### config.mk
export PLATFORM = sky130hd
export DESIGN_NAME = fb_arbiter
export DESIGN_NICKNAME = d
export VERILOG_FILES = /design/src/rtl/fb_pkg.sv /design/src/rtl/fb_page_sequencer.sv /design/src/rtl/fb_arbiter.sv
export SDC_FILE = /design/constraint.sdc
export NUM_CORES = 1
export LEC_CHECK = 0
export ABC_AREA = 1
export BUFFER_PORTS_ARGS = -buffer_cell sky130_fd_sc_hd__buf_2
export CAP_MARGIN = 20
export CORE_MARGIN = 2
export CORE_UTILIZATION = 50
export CTS_CLUSTER_DIAMETER = 60
export DETAILED_ROUTE_END_ITERATION = 8
export PLACE_DENSITY = 0.79
export SLEW_MARGIN = 25
export SYNTH_ARGS = -nofsm -noshare
export SYNTH_HDL_FRONTEND = slang
export SYNTH_HIERARCHICAL = 1
export SYNTH_SLANG_ARGS = --single-unit
### constraint.sdc
create_clock -name Clk -period 2 [get_ports Clk]
set_input_delay 0.4 -clock Clk [delete_from_list [all_inputs] [get_ports Clk]]
set_output_delay 0.4 -clock Clk [all_outputs]
set_load 0.1 [all_outputs]
### src/rtl/fb_pkg.sv
`timescale 1ns/1ps
// Shared frame-buffer types and default geometry (480x360 pages of 8-bit encoded colour).
package fb_pkg;
    localparam int FB_DEPTH = 172800;
    localparam int ADDR_W   = 18;

    typedef logic [7:0] color_t;

    typedef enum logic [1:0] {
        RUN   = 2'd0,
        PEND  = 2'd1,
        CLEAR = 2'd2,
        ACK   = 2'd3
    } page_state_t;
endpackage

### src/rtl/fb_page_sequencer.sv
`timescale 1ns/1ps
// Page-swap FSM: waits for a frame boundary to flip front_page, optionally clears the new back page, then pulses swap_ack.
// Clear writes are issued combinationally (clr_vld) and stall in any cycle the display owns the memory.
module fb_page_sequencer #(
    parameter int ADDR_W   = fb_pkg::ADDR_W,
    parameter int FB_DEPTH = fb_pkg::FB_DEPTH,
    parameter bit CLEAR_EN = 1'b1
) (
    input  logic                Clk,
    input  logic                Reset,
    input  logic                swap_req,
    input  logic                frame_start,
    input  logic                disp_req,
    output fb_pkg::page_state_t state,
    output logic                front_page,
    output logic                clr_vld,
    output logic [ADDR_W-1:0]   clr_addr,
    output logic                swap_ack
);
    import fb_pkg::*;

    localparam logic [ADDR_W-1:0] CLR_LAST = ADDR_W'(FB_DEPTH - 1);

    page_state_t       state_nxt;
    logic              front_nxt;
    logic [ADDR_W-1:0] clr_cnt;
    logic [ADDR_W-1:0] cnt_nxt;

    always_ff @(posedge Clk or negedge Reset) begin
        if (!Reset) begin
            state      <= RUN;
            front_page <= 1'b0;
            clr_cnt    <= '0;
        end else begin
            state      <= state_nxt;
            front_page <= front_nxt;
            clr_cnt    <= cnt_nxt;
        end
    end

    always_comb begin
        state_nxt = state;
        front_nxt = front_page;
        cnt_nxt   = clr_cnt;
        case (state)
            RUN: begin
                if (swap_req) state_nxt = PEND;
            end
            PEND: begin
                if (frame_start) begin
                    front_nxt = ~front_page;
                    state_nxt = CLEAR_EN ? CLEAR : ACK;
                end
            end
            CLEAR: begin
                // Display has priority; the clear simply waits out its cycles.
                if (!disp_req) begin
                    if (clr_cnt == CLR_LAST) begin
                        cnt_nxt   = '0;
                        state_nxt = ACK;
                    end else begin
                        cnt_nxt = clr_cnt + 1'b1;
                    end
                end
            end
            ACK: begin
                state_nxt = RUN;
            end
            default: begin
                state_nxt = RUN;
            end
        endcase
    end

    assign clr_vld  = (state == CLEAR) & ~disp_req;
    assign clr_addr = clr_cnt;
    assign swap_ack = (state == ACK);
endmodule

### src/rtl/fb_arbiter.sv
`timescale 1ns/1ps
// Single-port frame-buffer arbiter with double buffering; one access per cycle, display > clear > draw, 2-cycle pipelined reads.
// Draw writes are backpressured (wr_ready low) whenever the display reads or a page swap/clear is in progress.
module fb_arbiter #(
    parameter int             FB_DEPTH    = fb_pkg::FB_DEPTH,
    parameter int             ADDR_W      = fb_pkg::ADDR_W,
    parameter bit             CLEAR_EN    = 1'b1,
    parameter fb_pkg::color_t CLEAR_COLOR = 8'h00
) (
    input  logic              Clk,
    input  logic              Reset,
    input  logic              disp_req,
    input  logic [ADDR_W-1:0] disp_addr,
    output logic              disp_valid,
    output logic [7:0]        disp_data,
    input  logic              wr_valid,
    output logic              wr_ready,
    input  logic [ADDR_W-1:0] wr_addr,
    input  logic [7:0]        wr_data,
    input  logic              swap_req,
    output logic              swap_ack,
    input  logic              frame_start,
    output logic              front_page,
    output logic [ADDR_W:0]   mem_addr,
    output logic              mem_we,
    output logic [7:0]        mem_wdata,
    input  logic [7:0]        mem_rdata
);
    import fb_pkg::*;

    localparam logic [ADDR_W:0] DEPTH_LIM = (ADDR_W + 1)'(FB_DEPTH);

    page_state_t       state;
    logic              clr_vld;
    logic [ADDR_W-1:0] clr_addr;
    logic              rd_p1;
    logic              wr_fire;
    logic              wr_in_range;

    fb_page_sequencer #(
        .ADDR_W   (ADDR_W),
        .FB_DEPTH (FB_DEPTH),
        .CLEAR_EN (CLEAR_EN)
    ) u_seq (
        .Clk         (Clk),
        .Reset       (Reset),
        .swap_req    (swap_req),
        .frame_start (frame_start),
        .disp_req    (disp_req),
        .state       (state),
        .front_page  (front_page),
        .clr_vld     (clr_vld),
        .clr_addr    (clr_addr),
        .swap_ack    (swap_ack)
    );

    // Out-of-range writes still handshake so the drawer never stalls on them.
    assign wr_ready    = Reset & (state == RUN) & ~disp_req;
    assign wr_fire     = wr_valid & wr_ready;
    assign wr_in_range = {1'b0, wr_addr} < DEPTH_LIM;
    assign disp_data   = disp_valid ? mem_rdata : 8'h00;

    always_ff @(posedge Clk or negedge Reset) begin
        if (!Reset) begin
            mem_addr   <= '0;
            mem_we     <= 1'b0;
            mem_wdata  <= 8'h00;
            rd_p1      <= 1'b0;
            disp_valid <= 1'b0;
        end else begin
            rd_p1      <= disp_req;
            disp_valid <= rd_p1;
            mem_we     <= 1'b0;
            if (disp_req) begin
                mem_addr <= {front_page, disp_addr};
            end else if (clr_vld) begin
                mem_addr  <= {~front_page, clr_addr};
                mem_we    <= 1'b1;
                mem_wdata <= CLEAR_COLOR;
            end else if (wr_fire && wr_in_range) begin
                mem_addr  <= {~front_page, wr_addr};
                mem_we    <= 1'b1;
                mem_wdata <= wr_data;
            end
        end
    end
endmodule
==> impl.org <==
** Timing
- Unrepaired setup endpoints after global routing :: false
- Period utilisation layout :: 92.2%
- Number of setup violations in the final report :: 0
- Final count of hold timing violations :: 0
- After layout, the minimum clock period comes to 1840 ps.
- At the pin with the least slew margin, the transition time is 629 ps.
- The max-slew violation total from the final report is 0.
- Timing would allow up to 0.542 GHz.
- Measured against its own limit, the worst slew margin works out to 58.0%.
- Setup TNS :: 0 ps
- Across the routed clock network, the largest skew measured is 8.90 ps.

** Die
- Num ports :: 98
- The floorplan step defined a core boundary enclosing 5890 sq um.
- The die covers 6680 sq um.
- Die width :: 81.7 um
- Initial standard-cell utilization of the core :: 51.3%
- Total number of placement rows :: 28
- In this run the vertical extent of the chip is 81.7 um.

** Worst setup path
- STA classifies the critical path endpoint as a register.
- The slowest stage of the critical path belongs to the cell inv_1.
- Counting cells, the worst reg-to-reg path comes to 9.
- The setup check on the worst reg-to-reg path leaves a slack of 160 ps.
- The worst setup path is of the reg -> reg kind.
- Req. time, crit path :: 2250 ps
- The critical path runs through a total of 9 cells.
- Walking the worst path, the cells encountered are inv_1 > ha_1 > nand2_2 > clkinv_2 > inv_1 > nand2_2 > nand2_2 > nand2_1 > nand2_1.
- Data arrives at the worst endpoint at 2100 ps.
- The cell that appears most often on the critical path is nand2_2.
- Worst path buffer plus inverter count :: 3
- Of all nets on the critical path, the largest fanout is 18.
- Delay of the slowest cell on the worst path :: 400 ps
- Critical path startpoint category :: register
- Among cell families on the critical path, the largest total delay comes from simple AND/OR/NAND/NOR gates.

** Power
- In this run, the clock network consumes 13.3% of the power.
- Net switching is 57.1% of the power.
- Summed over all nets, the switching power comes to 0.00307 W.
- Internal power of the cells :: 0.00230 W
- Sequential share of power :: 28.2%
- Total power of the final layout :: 0.00537 W
- Share of total power in combinational logic :: 58.5%
- Worst voltage drop across the vdd grid :: 1.21 mV
- Leakage Power :: 2.15 nW
- Power density over the cells :: 1430 nW/um^2

** Clock network
- Once the clock tree was built, the setup fixing pass inserted 0 buffers.
- Total CTS buffers :: 5
- For this design, the CTS-stage hold fixing added 0 buffers.
- In this run the deepest clock path goes through 2 buffers.
- Number of clock sinks :: 51
- Clock-pin slew was measured on the worst setup and hold paths at 90 ps.
- CTS root buffer :: clkbuf_8
- At the later pin of the worst-skew pair, clock insertion delay measures 310 ps.
- TritonCTS built the clock tree.
- The number of gates resized after CTS was 0.
- Maximum level of the CTS H-tree :: 2

** Drt
- Drt total wl :: 7360 um
- Dividing the detail-routed via count by the number of cells gives 4.99.
- Number of vias after detailed routing :: 2,998
- Before antenna repair, the detailed router went through 4 iterations.
- Detailed router's first-iteration violation count :: 247
- WL/cell :: 12.2 um
- After detailed routing, the number of remaining DRC violations is 0.
- In this run the remaining antenna-violating nets after routing total 0.

** Synth
- Yosys top cell area share :: 42.3%
- The cell area that synthesis handed to floorplanning was 3020 sq um.
- The largest total area in the synthesized netlist belongs to dfrtp_1.
- Syn Nets :: 489
- By area the synthesized netlist is led by dfrtp_1 (42%), nand2_1 (17%), nand3_1 (7.5%).
- Sequential fraction of the synthesis area :: 42.3%
- Count of yosys warnings during synthesis :: 6
- In this run, distinct cell masters in the synthesized netlist total 28.
- Counting every instance in the synthesized netlist gives 425.
- FF+latch count, synth :: 51
- Synthesized area divided by synthesized cell count :: 7.10 sq um

** Global routing
- After global routing the overflow that remains totals 0.
- Number of global-route vias before repair :: 2,643
- The initial antenna violation count is 0.
- The first global-routing pass estimated 11,600 um of wire.
- Largest net degree at the start of global routing :: 52
- Tot GR Track Use :: 22.4%

** Layout
- Total Nets Final :: 589
- In the layout the commonest cells are nand2_1 (135), buf_2 (96), nor2_1 (58).
- From synthesis to final layout, the design area changed by 24.3%.
- Fin cells :: 601
- Post-layout instance area :: 3750 sq um
- Ratio of cells with drive above 1 in the final layout :: 26.4%
- For this run, the share of the core covered by cells in the final layout is 63.8%.
- 0 antenna diodes ended up in the layout.
- Commonest non-fill, non-tap cell in the layout :: nand2_1

** Place
- The congestion estimate from routability-driven global placement came to 0.849.
- Including well taps, the total number of placed cells is 593.
- In this run the cell area measured after placement is 3640 sq um.
- Detailed placement HPWL :: 5750 um
- Port buffering added 97 buffers.

** Run status
- The flow ran to the end, and the final reports show no timing, DRC or antenna violations.

** Min path
- The tightest min-delay check is of the in -> async type.

** Run
- Count of maximum capacitance violations :: 0
==> power by group through the flow <==
| stage | clock (W) | combinational (W) | sequential [W] |
|---|---|---|---|
| global placement | 0 | 0.00309 | 0.00153 |
| CTS | 0.000730 | 0.00314 | 0.00151 |
| finish | 0.000715 | 0.00314 | 0.00151 |
| detailed placement | 0 | 0.00313 | 0.00153 |
| floorplan | 0 | 0.000938 | 0.00312 |
| global route | 0.000767 | 0.00333 | 0.00155 |
==> final cells by class <==
| class | instances | area, sq um |
|---|---|---|
| clock buffer | 5 | 68.8 |
| sequential | 51 | 1280 |
| inverter | 49 | 185 |
| timing repair buffer | 109 | 603 |
| tap | 75 | 93.8 |
| clock inverter | 3 | 43.8 |
| fill | 528 | 2130 |
| multi-input combinational | 309 | 1480 |
==> routing by layer <==
metal | GRT usage, % | vias to the layer above | part of all wire (%) | routed length [um]
met5 | 0 | - | 0 | 0
met3 | 2.86 | 9 | 5.7 | 417
met2 | 39.8 | 83 | 50 | 3700
met1 | 28.5 | 1369 | 43 | 3160
met4 | 6.67 | 0 | 0.98 | 72
li1 | - | 1537 | - | -
==> synth_stat cells, drive strengths merged <==
master and count:
xnor2 2, ha 6, buf 13, nand2 143
clkinv 1, nand3 47, nand4 2, a21oi 2
o21ai 11, clkbuf 3, dfrtp 51, or2 1
inv 48, nor4 1, nor2 63, o22ai 1
xor2 7, nor3 8, a31oi 15
==> sequential cells by signal, indices dropped and copies added (netlist names) <==
register	flops
mem_addr	19
u_seq/clr_addr	18
mem_wdata	8
u_seq/state	2
disp_valid	1
mem_we	1
rd_p1	1
u_seq/front_page	1
==> through the flow <==
step	hold WS [ps]	setup slack (ps)
floorplan	104	-81.6
global placement	333	273
detailed placement	343	206
CTS	227	165
global route	264	0.623
finish	194	155
==> kinds of logic (layout without fill, tap and decap cells) <==
logic type	after synthesis	count (layout)	synth area share [%]
AND/OR/NAND/NOR	265	265	38.0
buffers and inverters	65	166	9.20
flip-flops	51	51	42.3
AO/OA/AOI/OAI	29	29	5.47
XOR/XNOR	9	9	2.61
adder cells (fa/ha/maj)	6	6	2.49
==> path summary, 6_finish.rpt <==
kind | start | endpoint
setup / recovery | u_seq/state[0]$_DFFE_PN0P_ | mem_wdata[1]$_DFFE_PN0P_
hold / removal | Reset | mem_wdata[6]$_DFFE_PN0P_
setup reg to reg | u_seq/state[0]$_DFFE_PN0P_ | mem_wdata[1]$_DFFE_PN0P_
hold reg to reg | rd_p1$_DFF_PN0_ | disp_valid$_DFF_PN0_
max in group asynchronous | Reset | disp_valid$_DFF_PN0_
min in group Clk | frame_start | u_seq/front_page$_DFFE_PN0P_
No activity file was read; power rests on OpenSTA's default activity.
